[src/rtl/mmc1_pkg.sv]
// Shared constants and encodings for the MMC1-style cartridge mapper.
// Register indices follow the CPU address lines A14:A13 of the fifth serial write.
package mmc1_pkg;

  localparam logic [1:0] REG_CONTROL = 2'd0;
  localparam logic [1:0] REG_CHR0    = 2'd1;
  localparam logic [1:0] REG_CHR1    = 2'd2;
  localparam logic [1:0] REG_PRG     = 2'd3;

  typedef enum logic [1:0] {
    MIRROR_ONE_LOW  = 2'd0,
    MIRROR_ONE_HIGH = 2'd1,
    MIRROR_VERT     = 2'd2,
    MIRROR_HORZ     = 2'd3
  } mirror_t;

  typedef enum logic [1:0] {
    PRG_32K_A     = 2'd0,
    PRG_32K_B     = 2'd1,
    PRG_FIX_FIRST = 2'd2,
    PRG_FIX_LAST  = 2'd3
  } prg_mode_t;

  // Bit 4 of the shift register is a marker; it reaches bit 0 after four serial bits.
  localparam logic [4:0] SHIFT_EMPTY = 5'b10000;
  localparam logic [4:0] CONTROL_RST = 5'h0C;

endpackage

[src/rtl/mmc1_serial_port.sv]
// Serial register port: synchronises m2, captures CPU writes, and assembles
// five-bit values into the control/CHR/PRG register file.
module mmc1_serial_port
  import mmc1_pkg::*;
(
  input  logic       clk50,
  input  logic       rst,
  input  logic       m2,
  input  logic       cpu_romsel,
  input  logic       cpu_rw,
  input  logic [1:0] reg_sel,
  input  logic [7:0] cpu_d_in,
  output logic [4:0] control,
  output logic [4:0] chr0,
  output logic [4:0] chr1,
  output logic [4:0] prg
);

  logic       m2_q1, m2_s, m2_s_d;
  logic       armed, wr_last;
  logic [7:0] wdata;
  logic [1:0] wsel;
  logic [4:0] shift;
  logic [4:0] value;
  logic       fall;

  assign fall  = m2_s_d & ~m2_s;
  assign value = {wdata[0], shift[4:1]};

  always_ff @(posedge clk50) begin
    if (rst) begin
      m2_q1   <= 1'b0;
      m2_s    <= 1'b0;
      m2_s_d  <= 1'b0;
      armed   <= 1'b0;
      wr_last <= 1'b0;
      wdata   <= '0;
      wsel    <= '0;
      shift   <= SHIFT_EMPTY;
      control <= CONTROL_RST;
      chr0    <= '0;
      chr1    <= '0;
      prg     <= '0;
    end else begin
      m2_q1  <= m2;
      m2_s   <= m2_q1;
      m2_s_d <= m2_s;

      // Keep copying while m2 is high so the value latched is the last one before the fall.
      if (fall) begin
        armed   <= 1'b0;
        wr_last <= armed;
      end else if (m2_s && !cpu_romsel && !cpu_rw) begin
        armed <= 1'b1;
        wdata <= cpu_d_in;
        wsel  <= reg_sel;
      end

      // A write directly following another write (RMW dummy write) is dropped.
      if (fall && armed && !wr_last) begin
        if (wdata[7]) begin
          shift        <= SHIFT_EMPTY;
          control[3:2] <= 2'b11;
        end else if (!shift[0]) begin
          shift <= value;
        end else begin
          shift <= SHIFT_EMPTY;
          unique case (wsel)
            REG_CONTROL: control <= value;
            REG_CHR0:    chr0    <= value;
            REG_CHR1:    chr1    <= value;
            REG_PRG:     prg     <= value;
          endcase
        end
      end
    end
  end

endmodule

[src/rtl/mmc1_mapper.sv]
// MMC1-style bank-switching mapper: serial register port plus combinational
// PRG/CHR bank remap, nametable mirroring and work-RAM gating.
module mmc1_mapper
  import mmc1_pkg::*;
#(
  parameter int PRG_BANK_BITS = 4,
  parameter int CHR_BANK_BITS = 5
) (
  input  logic        clk50,
  input  logic        rst,
  input  logic        m2,
  input  logic [14:0] cpu_a,
  input  logic        cpu_romsel,
  input  logic        cpu_rw,
  input  logic [7:0]  cpu_d_in,
  input  logic [13:0] ppu_a,
  output logic [22:0] prg_a,
  output logic        prg_ce,
  output logic        prg_oe,
  output logic [22:0] chr_a,
  output logic        chr_ce,
  output logic        chr_oe,
  output logic        ppu_ciram_ce,
  output logic        ppu_ciram_a10,
  output logic        sram_ce,
  output logic        sram_oe,
  output logic        sram_we,
  output logic        cpu_dir
);

  localparam logic [3:0] PRG_MASK = 4'((1 << PRG_BANK_BITS) - 1);
  localparam logic [4:0] CHR_MASK = 5'((1 << CHR_BANK_BITS) - 1);

  logic [4:0] control, chr0, chr1, prg;
  logic [3:0] prg_bank;
  logic [4:0] chr_bank;
  logic       sram_act;
  prg_mode_t  prg_mode;
  mirror_t    mirror;

  mmc1_serial_port u_port (
    .clk50      (clk50),
    .rst        (rst),
    .m2         (m2),
    .cpu_romsel (cpu_romsel),
    .cpu_rw     (cpu_rw),
    .reg_sel    (cpu_a[14:13]),
    .cpu_d_in   (cpu_d_in),
    .control    (control),
    .chr0       (chr0),
    .chr1       (chr1),
    .prg        (prg)
  );

  assign prg_mode = prg_mode_t'(control[3:2]);
  assign mirror   = mirror_t'(control[1:0]);

  always_comb begin
    prg_bank = '0;
    case (prg_mode)
      PRG_32K_A, PRG_32K_B: prg_bank = {prg[3:1], cpu_a[14]};
      PRG_FIX_FIRST:        prg_bank = cpu_a[14] ? prg[3:0] : 4'h0;
      PRG_FIX_LAST:         prg_bank = cpu_a[14] ? 4'hF : prg[3:0];
    endcase
  end

  always_comb begin
    chr_bank = control[4] ? (ppu_a[12] ? chr1 : chr0) : {chr0[4:1], ppu_a[12]};
  end

  always_comb begin
    ppu_ciram_a10 = 1'b0;
    case (mirror)
      MIRROR_ONE_LOW:  ppu_ciram_a10 = 1'b0;
      MIRROR_ONE_HIGH: ppu_ciram_a10 = 1'b1;
      MIRROR_VERT:     ppu_ciram_a10 = ppu_a[10];
      MIRROR_HORZ:     ppu_ciram_a10 = ppu_a[11];
    endcase
  end

  assign prg_a  = {5'b0, prg_bank & PRG_MASK, cpu_a[13:0]};
  assign prg_ce = cpu_rw ? cpu_romsel : 1'b1;
  assign prg_oe = prg_ce;

  assign chr_a  = {6'b0, chr_bank & CHR_MASK, ppu_a[11:0]};
  assign chr_ce = ppu_a[13];
  assign chr_oe = ppu_a[13];
  assign ppu_ciram_ce = ~ppu_a[13];

  // Work RAM at $6000-$7FFF, disabled by PRG register bit 4.
  assign sram_act = cpu_romsel & (cpu_a[14:13] == 2'b11) & m2 & ~prg[4];
  assign sram_ce  = ~sram_act;
  assign sram_we  = cpu_rw | sram_ce;
  assign sram_oe  = ~cpu_rw | sram_ce;
  assign cpu_dir  = ~cpu_romsel | sram_act;

endmodule

[config.mk]
export PLATFORM = sky130hd
export DESIGN_NAME = mmc1_mapper
export DESIGN_NICKNAME = d
export VERILOG_FILES = /design/src/rtl/mmc1_pkg.sv /design/src/rtl/mmc1_serial_port.sv /design/src/rtl/mmc1_mapper.sv
export SDC_FILE = /design/constraint.sdc
export NUM_CORES = 1
export LEC_CHECK = 0
export CORE_MARGIN = 1
export CORE_UTILIZATION = 41
export CTS_BUF_LIST = sky130_fd_sc_hd__clkbuf_2 sky130_fd_sc_hd__clkbuf_4 sky130_fd_sc_hd__clkbuf_8
export CTS_CLUSTER_DIAMETER = 200
export DETAILED_ROUTE_END_ITERATION = 8
export HOLD_SLACK_MARGIN = 0.08
export PLACE_DENSITY = 0.83
export SKIP_CTS_REPAIR_TIMING = 1
export SYNTH_ARGS = -nofsm -noshare
export SYNTH_HDL_FRONTEND = slang
export SYNTH_SLANG_ARGS = --single-unit
export TNS_END_PERCENT = 10
[constraint.sdc]
create_clock -name clk50 -period 1.59 [get_ports clk50]
set_input_delay 0.318 -clock clk50 [delete_from_list [all_inputs] [get_ports clk50]]
set_output_delay 0.318 -clock clk50 [all_outputs]
set_load 0.1 [all_outputs]
==> impl_metrics.csv, run 1 <==
group,metric,value,unit
place,post-place-ws,-0.266,ns
cts,h-tree-depth,2,
min_path,min_path_type,"in -> reg",
synth,synth_seq_cells,34,
synth,synthXorXnorAreaFrac,0,
place,io_buffers,34,
route,first_pass_iters,4,
synth,ys_top_cells_by_area,"dfxtp_1, buf_4, mux2i_1",
synth,syn-cell-area,1890,um^2
route,antenna_left,0,
worst_setup_path,max_stage_delay,0.36,ns
route,wire_per_inst,13.1,um
floorplan,ios,98,
floorplan,die-area,4880,um^2
worst_setup_path,path_class,"reg -> out",
timing,max_freq,0.633,GHz
synth,synthAdderAreaFrac,0,
finish,nets,269,
worst_setup_path,path_max_fanout,5,
timing,hold_viol_final,0,
pwr,p_leak,0.00113,uW
grt,grt_pass1_vias,1284,
cts,path_clk_slew,0.06,ns
cts,cts-root-buf,"clkbuf_8",
finish,num_antenna_cells,0,
timing,timing.final.crit_share,0.994,
synth,synthMuxAreaShare,0.146,
synth,synth_largest_area_cell,"dfxtp_1",
timing,rsz0062_at_grt,"true",
min_path,hold_depth,2,
synth,syn_inst,210,
worst_setup_path,r2r_cells,3,
finish,layout-drive-gt1-share,0.322,
worst_setup_path,r2r-start,"u_port.wdata[7]",
finish,syn_to_final_growth,32.8,%
flow_run,max-cap-violations,0,
cts,cts_tree,"built",
floorplan,die_w,69.9,um
route,viasPerCell,4.96,
pwr,ir_drop,0.430,mV
route,drc,0,
min_path,hold_start,"m2",
synth,synth_top_area_frac,0.360,
floorplan,std_cell_rows,24,
synth,async_flop_share,0,
grt,grt_pass1_wl,5870,um
synth,avgSynthCellArea,9.00,um^2
place,gp_congestion,0.837,
route,drt-total-wl,3640,um
grt,globalRoute.totalOverflow,0,
timing,slew_viol_final,0,
timing,final.min_clock_period,1.58,ns
worst_setup_path,cp_cell_sequence,"nand2_4 -> mux2_2 -> buf_12",
grt,antenna_found_initial,0,
floorplan,coreArea,4380,um^2
cts,insertion_delay,0.28,ns
synth,ys_seq_area_frac,0.360,
timing,fin_ws,0.00966,ns
synth,ys_types,35,
floorplan,fp.dieH,69.9,um
synth,synth_edf_count,0,
worst_setup_path,crit_slowest_cell,"mux2_2",
synth,synth_top_family_by_area,"simple AND/OR/NAND/NOR gates",
cts,cts.path.max_buffers,2,
grt,grt_max_degree,14,
route,drt_iter0_markers,27,
floorplan,initial_core_util,0.431,
cts,cts_made_buffers,5,
worst_setup_path,startpoint,"u_port.control[4]",
route,vias,1385,
worst_setup_path,r2r_setup_slack,0.16,ns
synth,synth-compound-area-share,0.0623,
timing,setup_violations,0,
timing,setup_tns,0,ns
synth,ys.flop_type,"dfxtp_1",
pwr,p_total,2060,uW
cts,cts.sinks,34,
synth,ys_warn_count,0,
worst_setup_path,required,1.27,ns
worst_setup_path,crit_arrival,1.26,ns
synth,yosysMostFrequentCell,"buf_4",
worst_setup_path,end_kind,"primary output",
synth,yosys-top-cells-count,"buf_4, dfxtp_1, nand2b_1, mux2i_1",
worst_setup_path,startpoint_type,"flop",
place,hpwl,2700,um
pwr,cellPowerDensity,822,nW/um^2
synth,synthSimpleGateAreaFrac,0.246,
timing,fin_worst_skew,0.00239,ns
run_status,outcome,"finished clean",
grt,grt_usage,0.155,
-- state kept, by name, summed over array words and instances, names as in the netlist --
name and cells:
u_port.armed 1, u_port.chr0 5, u_port.chr1 5, u_port.control 5
u_port.m2_q1 1, u_port.m2_s 1, u_port.m2_s_d 1, u_port.prg 5
u_port.shift 5, u_port.wdata 2, u_port.wr_last 1, u_port.wsel 2
-- logic make-up after synthesis --
| group | count (synthesis) |
|---|---|
| multiplexers | 27 |
| other | 1 |
| AO/OA/AOI/OAI | 21 |
| buffers and inverters | 50 |
| AND/OR/NAND/NOR | 77 |
| flip-flops | 34 |
-- worst max-delay path, delay by kind of cell, from the launching register on --
kind | cells | cell delay, ns
multiplexers | 1 | 0.36
flip-flops | 1 | 0.34
buffers and inverters | 1 | 0.17
AND/OR/NAND/NOR | 1 | 0.10
-- cell type report --
cell class / instances / area (um^2)
Inverter: 3 / 11.3
Fill cell: 365 / 1870
Tap cell: 52 / 65.1
Clock buffer: 7 / 83.8
Sequential cell: 34 / 688
Multi-Input combinational cell: 136 / 986
Timing Repair Buffer: 47 / 676
-- metrics by stage --
stage          instance area, um^2  utilization  std cells  hold WS (ns)
2_1_floorplan                 1960            -        220         0.414
3_3_place_gp                  2340        0.534        272         0.423
3_5_place_dp                  2340        0.534        272         0.437
4_1_cts                       2430        0.553        279         0.452
5_1_grt                       2510        0.572        279         0.324
6_report                      2510        0.572        279         0.303
-- report_power, final --
group | switching, uW | total [uW] | internal (uW)
clock network | 279 | 614 | 335
logic | 394 | 574 | 179
registers | 15.6 | 876 | 861
-- layout by cell type, fill, tap and decap left out, types with 5 or more instances in the layout --
cell type         n
dlymetal6s2s_1    7
nor2_2            6
nor2_1            9
clkbuf_8          5
clkdlybuf4s50_1   5
dfxtp_1          30
a21oi_1          13
conb_1           11
nand2b_1         24
buf_12           22
buf_4            13
mux2i_1          23
nand2_1           8
-- final timing paths --
check,to
worst max-delay path,chr_a[14]
worst min-delay path,u_port.m2_q1
worst max register to register,u_port.chr0[3]
worst min register to register,u_port.m2_s
-- per-layer routing --
metal | share of wire | global-route usage
met3 | 0.063 | 0.0534
met5 | 0 | 0
met2 | 0.51 | 0.244
met4 | 0.016 | 0.0756
met1 | 0.41 | 0.187
Note: power is estimated with default switching activity, not from simulation.
==> run 2, diff against run 1 <==
- CORE_MARGIN: 1 -> not set
==> results of run 2 <==
Same layout as run 1: the final DEF is identical, and so are final timing and power.
